==> config.mk <==
export PLATFORM = sky130hd
export DESIGN_NAME = turn_clock_controller
export DESIGN_NICKNAME = d
export VERILOG_FILES = /design/src/rtl/turn_clock_controller.sv
export SDC_FILE = /design/constraint.sdc
export NUM_CORES = 1
export LEC_CHECK = 0
export BUFFER_PORTS_ARGS = -buffer_cell sky130_fd_sc_hd__buf_2
export CELL_PAD_IN_SITES_DETAIL_PLACEMENT = 0
export CELL_PAD_IN_SITES_GLOBAL_PLACEMENT = 1
export CORE_MARGIN = 2
export CORE_UTILIZATION = 40
export CTS_CLUSTER_DIAMETER = 80
export DETAILED_ROUTE_END_ITERATION = 6
export PLACE_DENSITY = 0.85
export SLEW_MARGIN = 20
export SYNTH_ARGS = -nofsm -noshare
export SYNTH_HDL_FRONTEND = slang
export SYNTH_SLANG_ARGS = --single-unit
==> constraint.sdc <==
create_clock -name clock -period 2.25 [get_ports clock]
set_input_delay 0.45 -clock clock [delete_from_list [all_inputs] [get_ports clock]]
set_output_delay 0.45 -clock clock [all_outputs]
set_load 0.02 [all_outputs]
==> src/rtl/turn_clock_controller.sv <==
// turn_clock_controller
// Two-player chess clock. Each player has a separate remaining-time budget in
// seconds. Only the player whose turn it is may move. An accepted move hands
// the turn to the other player. The game ends when the active budget reaches 0.
// Optional feature: define TURN_CLOCK_INCREMENT_EN to add INC_S seconds
// (saturating) to the mover's budget on every accepted move.
module turn_clock_controller #(
    parameter int TICK_CYCLES = 100_000_000,
    parameter int BUDGET_S    = 120,
    parameter int TIME_W      = 8,
    parameter int INC_S       = 2
) (
    input  logic              clock,
    input  logic              resetn,
    input  logic              start,
    input  logic              pause,
    input  logic [1:0]        move_req,
    output logic              move_ack,
    output logic              illegal_move,
    output logic              player_turn,
    output logic [TIME_W-1:0] time_left0,
    output logic [TIME_W-1:0] time_left1,
    output logic [7:0]        move_count,
    output logic [1:0]        state,
    output logic              end_game,
    output logic              winner
);

    typedef enum logic [1:0] {
        IDLE   = 2'd0,
        RUN    = 2'd1,
        PAUSED = 2'd2,
        OVER   = 2'd3
    } state_t;

    localparam logic [31:0]       TICK_LAST   = 32'(TICK_CYCLES - 1);
    localparam logic [TIME_W-1:0] BUDGET_INIT = TIME_W'(BUDGET_S);
    localparam logic [TIME_W-1:0] ONE_SEC     = TIME_W'(1);

    // Seconds granted to the mover on each accepted move; zero when the
    // increment feature is compiled out, so the budget is rewritten unchanged.
`ifdef TURN_CLOCK_INCREMENT_EN
    localparam logic [TIME_W:0] INC_AMT = (TIME_W+1)'(INC_S);
`else
    localparam logic [TIME_W:0] INC_AMT = (TIME_W+1)'(INC_S * 0);
`endif

    state_t      state_r;
    logic [31:0] prescaler;

    logic       start_d, start_dd;
    logic       pause_d, pause_dd;
    logic [1:0] move_d, move_dd;

    logic       start_edge;
    logic       pause_edge;
    logic [1:0] move_edge;
    logic       mover_move;
    logic       other_move;
    logic [TIME_W-1:0] active_left;

    // Saturating add of the increment to a budget.
    function automatic logic [TIME_W-1:0] add_inc(input logic [TIME_W-1:0] value);
        logic [TIME_W:0] sum;
        sum = {1'b0, value} + INC_AMT;
        if (sum[TIME_W])
            add_inc = '1;
        else
            add_inc = sum[TIME_W-1:0];
    endfunction

    assign start_edge  = start_d & ~start_dd;
    assign pause_edge  = pause_d & ~pause_dd;
    assign move_edge   = move_d & ~move_dd;
    assign mover_move  = move_edge[player_turn];
    assign other_move  = move_edge[~player_turn];
    assign active_left = player_turn ? time_left1 : time_left0;
    assign state       = state_r;

    // Input registers plus one delayed copy so that only rising edges act.
    always_ff @(posedge clock) begin
        if (!resetn) begin
            start_d  <= 1'b0;
            start_dd <= 1'b0;
            pause_d  <= 1'b0;
            pause_dd <= 1'b0;
            move_d   <= 2'b00;
            move_dd  <= 2'b00;
        end else begin
            start_d  <= start;
            start_dd <= start_d;
            pause_d  <= pause;
            pause_dd <= pause_d;
            move_d   <= move_req;
            move_dd  <= move_d;
        end
    end

    // Game FSM: budgets, prescaler, turn handoff; a pause edge in RUN wins over moves that cycle.
    always_ff @(posedge clock) begin
        if (!resetn) begin
            state_r      <= IDLE;
            player_turn  <= 1'b0;
            end_game     <= 1'b0;
            winner       <= 1'b0;
            move_ack     <= 1'b0;
            illegal_move <= 1'b0;
            move_count   <= 8'd0;
            time_left0   <= BUDGET_INIT;
            time_left1   <= BUDGET_INIT;
            prescaler    <= 32'd0;
        end else begin
            move_ack     <= 1'b0;
            illegal_move <= 1'b0;
            case (state_r)
                IDLE, OVER: begin
                    if (start_edge) begin
                        state_r     <= RUN;
                        time_left0  <= BUDGET_INIT;
                        time_left1  <= BUDGET_INIT;
                        player_turn <= 1'b0;
                        move_count  <= 8'd0;
                        prescaler   <= 32'd0;
                        end_game    <= 1'b0;
                        winner      <= 1'b0;
                    end
                end
                RUN: begin
                    if (pause_edge) begin
                        state_r <= PAUSED;
                    end else begin
                        if (other_move)
                            illegal_move <= 1'b1;
                        if (mover_move) begin
                            move_ack    <= 1'b1;
                            player_turn <= ~player_turn;
                            prescaler   <= 32'd0;
                            if (move_count != 8'hFF)
                                move_count <= move_count + 8'd1;
                            if (player_turn)
                                time_left1 <= add_inc(time_left1);
                            else
                                time_left0 <= add_inc(time_left0);
                        end else if (prescaler == TICK_LAST) begin
                            prescaler <= 32'd0;
                            if (player_turn)
                                time_left1 <= time_left1 - ONE_SEC;
                            else
                                time_left0 <= time_left0 - ONE_SEC;
                            if (active_left == ONE_SEC) begin
                                state_r  <= OVER;
                                end_game <= 1'b1;
                                winner   <= ~player_turn;
                            end
                        end else begin
                            prescaler <= prescaler + 32'd1;
                        end
                    end
                end
                PAUSED: begin
                    if (pause_edge)
                        state_r <= RUN;
                end
                default: begin
                    state_r <= IDLE;
                end
            endcase
        end
    end

endmodule

==> results.cfg, run 1 <==
[power]
leakagePower_nw = 1.54
peakVddDrop_mv = 0.324
p_per_area_nw_per_um2 = 839

[logic_synthesis]
ys_warn_count = 0
synth-edff-count = 0
yosys.area.top_type = dfxtp_1
ys_ff_latch = 71
syn_inst = 404
yosysSeqAreaShare_pct = 41.0
dominantRegCellSynth = dfxtp_1
syn-num-nets = 416
asyncSetResetFlopFracSynth_pct = 0
synth_commonest_cells = 71 x dfxtp_1, 57 x nor2_1, 33 x nand2_1, 25 x xor2_1, 18 x nand3_1
synth.area.top_cells = dfxtp_1 41%, xor2_1 6.3%, nor2_1 6.2%, nand2_1 3.6%, nand4_1 2.7%
synth_top_area_share_pct = 41.0
netlist_area_sq_um = 3470
synth.distinct_cells = 58
yosysMostFrequentCell = dfxtp_1
avgSynthCellArea_sq_um = 8.59

[setup_path]
endpoint_kind = register
max_stage_delay_ns = 0.40
r2r_start = state[1]$_SDFFE_PN0P_
start_kind = register
r2r-end = prescaler[21]$_SDFFE_PN0P_
critPathMaxFanout = 11
r2r_slack_ns = 0.11
critPathTopFamily = simple AND/OR/NAND/NOR gates
path_buf_inv = 1
arrival_ns = 2.42
worstPathCellList = inv_1 > ha_1 > and3b_4 > a211o_4 > and4bb_2 > nand2_1 > or2_1 > a21oi_1
cpMaxStageDelayCell = and4bb_2
worstPathRequired_ns = 2.53
timing_worst_setup_path_type = reg -> reg
worstRegToRegCells = 8

[final_layout]
n_antenna_cell = 0
area_growth_pct = 18.2
drive_gt1_share_pct = 19.3
multiInputGateArea_sq_um = 1960
fin_cells = 567
fin_nets = 469
fillerInstances = 823
seqCellArea_sq_um = 1420

[clocking]
cts_inserted_buffers = 9
cts_tree = yes
cts_htree_levels = 3
cts.clk_slew.worst_paths_ns = 0.07
post-cts-setup-buffers = 0
root_buffer = clkbuf_8
cts_num_sinks = 71
cts.path.max_buffers = 2
clock_latency_ns = 0.35

[routing]
via_per_inst = 5.44
wl_mm = 8.00
firstDrtPassIters = 4
route.vias.total = 3087
route.detailed.drc = 0
route.detailed.wl_per_inst_microns = 14.1
postRouteAntennaNets = 0
drt_iter0_markers = 89

[grt]
grt_first_pass_wirelength_mm = 13.5
grt_pass1_vias = 2884
track_usage_pct = 17.3
antenna_found_initial = 0
grt_max_degree = 30
grt_overflow = 0

[die]
die_h_microns = 97.1
io_pins = 37
core_area_sq_um = 8300
rows = 33
die_area_sq_um = 9440
initial_utilization_pct = 41.8
die_w_microns = 97.1

[placed_design]
dpl.hpwl_mm = 5.73
portBuffers = 36
routabilityCongestion = 0.828
placed_cells = 551

[timing]
max_slew_margin_pct = 64.3
tns_ns = 0
slew_viol_final = 0
final_hold_viol_count = 0
tightestPinTransition_ns = 0.531
fin_crit_sh_pct = 95.2
fmax_mhz = 467
rsz0062_at_grt = true
finalSetupViolations = 0
fin_worst_skew_ns = 0.0111
final.min_clock_period_ns = 2.14

[flow_run]
drv_cap = 0

[worst_hold_path]
hold_path.class = in -> reg
holdPathStages = 2
hp-start = move_req[0]
whs_endpoint = move_d[0]$_SDFF_PN0_

[run_status]
status = finished, final reports clean
layout make-up:
| cell class | instances | area share, % |
|---|---|---|
| clock buffer | 10 | 3.11 |
| tap | 105 | 3.20 |
| inverter | 10 | 1.01 |
| sequential | 71 | 34.7 |
| clock inverter | 6 | 1.49 |
| multi-input combinational | 309 | 47.8 |
| timing repair buffer | 56 | 8.66 |
metal layers:
metal	vias to the layer above	routed length (microns)	global-route usage [%]
met2	67	3780	28.8
met3	18	398	6.04
met1	1454	3670	21.0
met5	-	0	0
met4	0	157	5.74
li1	1548	-	-
cell families after synthesis:
family,after synthesis,share of synthesized area (%)
xor gates and xnor gates,34,8.58
AOI/OAI and AO/OA,58,12.0
muxes,2,0.577
DFF,71,41.0
buffers and inverters,24,2.89
adders and majority gates,6,2.16
and+or+nand+nor,209,32.8
flip-flops by register name (all words and copies together) (netlist names), 2 cells and up:
name	flops
prescaler	32
move_d	2
move_count	8
move_dd	2
time_left1	8
time_left0	8
state	2
where the power goes:
group	internal, mW	switching (mW)	total [mW]
combinational	0.416	0.678	1.09
sequential	1.31	0.0475	1.36
clock	0.508	0.480	0.988
worst reg2reg max path, cell delays in order, from the launching register on:
cell and delay [ns]:
dfxtp_2 0.35, inv_1 0.06, ha_1 0.23, and3b_4 0.23
a211o_4 0.39, and4bb_2 0.40, nand2_1 0.08, or2_1 0.21
a21oi_1 0.13
placed cells by master, fill, tap and decap left out, types with 3 or more instances in the layout:
master / count
nor4_1: 6
nand2b_1: 4
o21a_1: 4
buf_2: 36
a211oi_1: 4
nor2_1: 57
ha_1: 6
a21oi_1: 9
inv_1: 9
nand4b_1: 3
a31oi_1: 7
and4_1: 7
or3_1: 5
nand2_1: 33
dfxtp_1: 70
xnor2_1: 9
nand4_1: 15
clkinv_2: 3
xor2_1: 25
nor3_1: 16
o21ai_0: 12
nand3_1: 18
clkbuf_8: 9
buf_4: 18
a21boi_0: 4
and2_1: 11
and3_1: 9
nor2b_1: 7
worst max path at each step:
| stage | startpoint | to | slack [ns] | cells past startpoint |
|---|---|---|---|---|
| CTS | state[1]$_SDFFE_PN0P_ | prescaler[21]$_SDFFE_PN0P_ | 0.01 | 8 |
| detailed placement | state[1]$_SDFFE_PN0P_ | prescaler[21]$_SDFFE_PN0P_ | 0.01 | 8 |
| finish | state[1]$_SDFFE_PN0P_ | prescaler[21]$_SDFFE_PN0P_ | 0.11 | 8 |
| global route | state[1]$_SDFFE_PN0P_ | prescaler[28]$_SDFFE_PN0P_ | -0.03 | 10 |
| floorplan | state[0]$_SDFFE_PN0P_ | move_count[6]$_SDFFE_PN0P_ | 0.006 | 9 |
| global placement | state[1]$_SDFFE_PN0P_ | prescaler[21]$_SDFFE_PN0P_ | 0.03 | 8 |
stage by stage:
step | worst slack (ns) | power [mW] | util [%] | hold WS (ns) | instance area [sq um]
after floorplan | 0.00641 | 2.05 | - | 0.431 | 3470
after global placement | 0.0332 | 2.43 | 46.9 | 0.444 | 3890
after detailed placement | 0.0139 | 2.46 | 46.9 | 0.448 | 3890
after CTS | 0.0126 | 3.45 | 49.2 | 0.299 | 4080
after global routing | -0.0343 | 3.64 | 49.4 | 0.299 | 4100
final | 0.109 | 3.44 | 49.4 | 0.307 | 4100
timing repair:
item,4_1_cts,5_1_grt
endpoints found under the setup margin,1,24
hold buffers,0,0
resized for setup,1,4
No activity file was read; power rests on OpenSTA's default activity.
==> run 2, diff against run 1 <==
--- a/config.mk
+++ b/config.mk
@@ -13,7 +13,6 @@
 export CTS_CLUSTER_DIAMETER = 80
 export DETAILED_ROUTE_END_ITERATION = 6
 export PLACE_DENSITY = 0.85
-export SLEW_MARGIN = 20
 export SYNTH_ARGS = -nofsm -noshare
 export SYNTH_HDL_FRONTEND = slang
 export SYNTH_SLANG_ARGS = --single-unit
==> constraint.sdc (replaced) <==
create_clock -name clock -period 2.25 [get_ports clock]
set_input_delay 0 -clock clock [delete_from_list [all_inputs] [get_ports clock]]
set_output_delay 0 -clock clock [all_outputs]
set_load 0.02 [all_outputs]
==> results.cfg, run 2 (synthesis gave the netlist of run 1 again) <==
[run_status]
status = finished, final reports clean

[setup_path]
arrival_ns = 2.45
worstRegToRegCells = 8
r2r-end = prescaler[21]$_SDFFE_PN0P_
r2r_start = state[1]$_SDFFE_PN0P_
timing_worst_setup_path_type = reg -> reg
r2r_slack_ns = 0.09
max_stage_delay_ns = 0.41
endpoint_kind = register
worstPathCellList = inv_1 > ha_1 > and3b_4 > a211o_4 > and4bb_2 > nand2_1 > or2_1 > a21oi_1
cpMaxStageDelayCell = and4bb_2
worstPathRequired_ns = 2.54
start_kind = register
critPathMaxFanout = 11

[die]
core_area_sq_um = 8300
die_h_microns = 97.1
rows = 33
initial_utilization_pct = 41.8
die_area_sq_um = 9440
io_pins = 37
die_w_microns = 97.1

[placed_design]
dpl.hpwl_mm = 5.61
placed_cells = 550
routabilityCongestion = 0.901
portBuffers = 36
place_area_sq_um = 3860

[power]
clockPowerShare_pct = 29.1
switching_share_pct = 34.6
leakagePower_nw = 1.58
finalPower_mw = 3.49
power_switching_mw = 1.21
p_per_area_nw_per_um2 = 828
p_int_mw = 2.28
peakVddDrop_mv = 0.400
p_comb_share_pct = 32.0
power_frac_seq_pct = 38.9

[grt]
grt_pass1_vias = 2947
grt_first_pass_wirelength_mm = 13.7
track_usage_pct = 17.3
antenna_found_initial = 0
grt_max_degree = 30
grt_overflow = 0

[final_layout]
n_antenna_cell = 0
max_flop_register = prescaler
final_cell_mix = 70 x dfxtp_1, 57 x nor2_1, 36 x buf_2
final_common_cell = dfxtp_1
post-route-cell-area_sq_um = 4220
largest_register_ffs = 32
area_growth_pct = 21.5
drive_gt1_share_pct = 19.3
fin_cells = 576
fin_nets = 478

[timing]
tightestPinTransition_ns = 0.524
tns_ns = 0
fmax_mhz = 462
finalSetupViolations = 0
slew_viol_final = 0
fin_crit_sh_pct = 96.1
rsz0062_at_grt = true
hold-worst-slack_ns = 0.383
final_hold_viol_count = 0
max_slew_margin_pct = 64.7
fin_worst_skew_ns = 0.00830
final.min_clock_period_ns = 2.16

[clocking]
cts_tree = yes
root_buffer = clkbuf_8
cts.path.max_buffers = 2
cts_num_sinks = 71
cts_inserted_buffers = 9
cts_htree_levels = 3
clock_latency_ns = 0.35
cts.clk_slew.worst_paths_ns = 0.08

[routing]
route.detailed.drc = 0
route.detailed.wl_per_inst_microns = 13.9
drt_iter0_markers = 81
via_per_inst = 5.41
wl_mm = 8.00
postRouteAntennaNets = 0
firstDrtPassIters = 5
route.vias.total = 3116

[worst_hold_path]
whs_endpoint = move_d[1]$_SDFF_PN0_
hold_path.class = in -> reg
hp-start = move_req[1]
holdPathStages = 3

[flow_run]
drv_cap = 0
[run 2: critical path, delay by kind of cell (launching register included)]
kind                       cells  cell delay [ns]
DFF                            1             0.35
and+or+nand+nor                4             0.95
adders and majority gates      1             0.23
AOI/OAI and AO/OA              2             0.52
buffers and inverters          1             0.06
[run 2: layout make-up]
cell class,instances,area (sq um)
clock inverters,3,42.5
multi-input cells,309,2000
well taps,105,131
inverters,10,41.3
flip-flops and latches,71,1420
repair buffers,65,425
fillers,786,4080
clock buffers,13,149
[run 2: repair_timing]
item,4_1_cts,5_1_grt
resized for setup,0,14
buffers inserted,0,2
setup endpoints to repair,0,26
endpoints found under the hold margin,8,0
hold buffers,8,0
[run 2: how the worst max path moves through the flow]
stage	from	endpoint	slack (ns)	cells after the start
after floorplan	state[0]$_SDFFE_PN0P_	move_count[6]$_SDFFE_PN0P_	0.006	9
after global placement	state[1]$_SDFFE_PN0P_	prescaler[21]$_SDFFE_PN0P_	0.07	8
after detailed placement	state[1]$_SDFFE_PN0P_	prescaler[21]$_SDFFE_PN0P_	0.01	8
after CTS	state[1]$_SDFFE_PN0P_	prescaler[21]$_SDFFE_PN0P_	0.01	8
after global routing	state[1]$_SDFFE_PN0P_	prescaler[21]$_SDFFE_PN0P_	-0.04	8
final	state[1]$_SDFFE_PN0P_	prescaler[21]$_SDFFE_PN0P_	0.09	8
[run 2: stage by stage]
| stage | util, % | setup slack [ns] |
|---|---|---|
| after CTS | 49.8 | 0.0135 |
| after floorplan | - | 0.00641 |
| final | 50.8 | 0.0871 |
| after detailed placement | 46.5 | 0.0118 |
| after global placement | 46.5 | 0.0722 |
| after global routing | 50.8 | -0.0413 |
[run 2: per-layer routing]
| layer | GRT usage [%] | routed length (microns) | vias to the layer above | part of all wire (%) |
|---|---|---|---|---|
| li1 | - | - | 1566 | - |
| met1 | 21.6 | 3710 | 1473 | 46 |
| met2 | 29.4 | 3860 | 70 | 48 |
| met3 | 4.82 | 353 | 7 | 4.4 |
| met4 | 4.98 | 82 | 0 | 1.0 |
| met5 | 0 | 0 | - | 0 |
[run 2: power groups by stage]
stage	clock [mW]	sequential [mW]	combinational (mW)
after floorplan	0	1.43	0.627
after global placement	0	1.38	0.996
after detailed placement	0	1.39	1.00
after CTS	1.04	1.36	1.02
after global routing	1.09	1.37	1.22
final	1.02	1.36	1.12
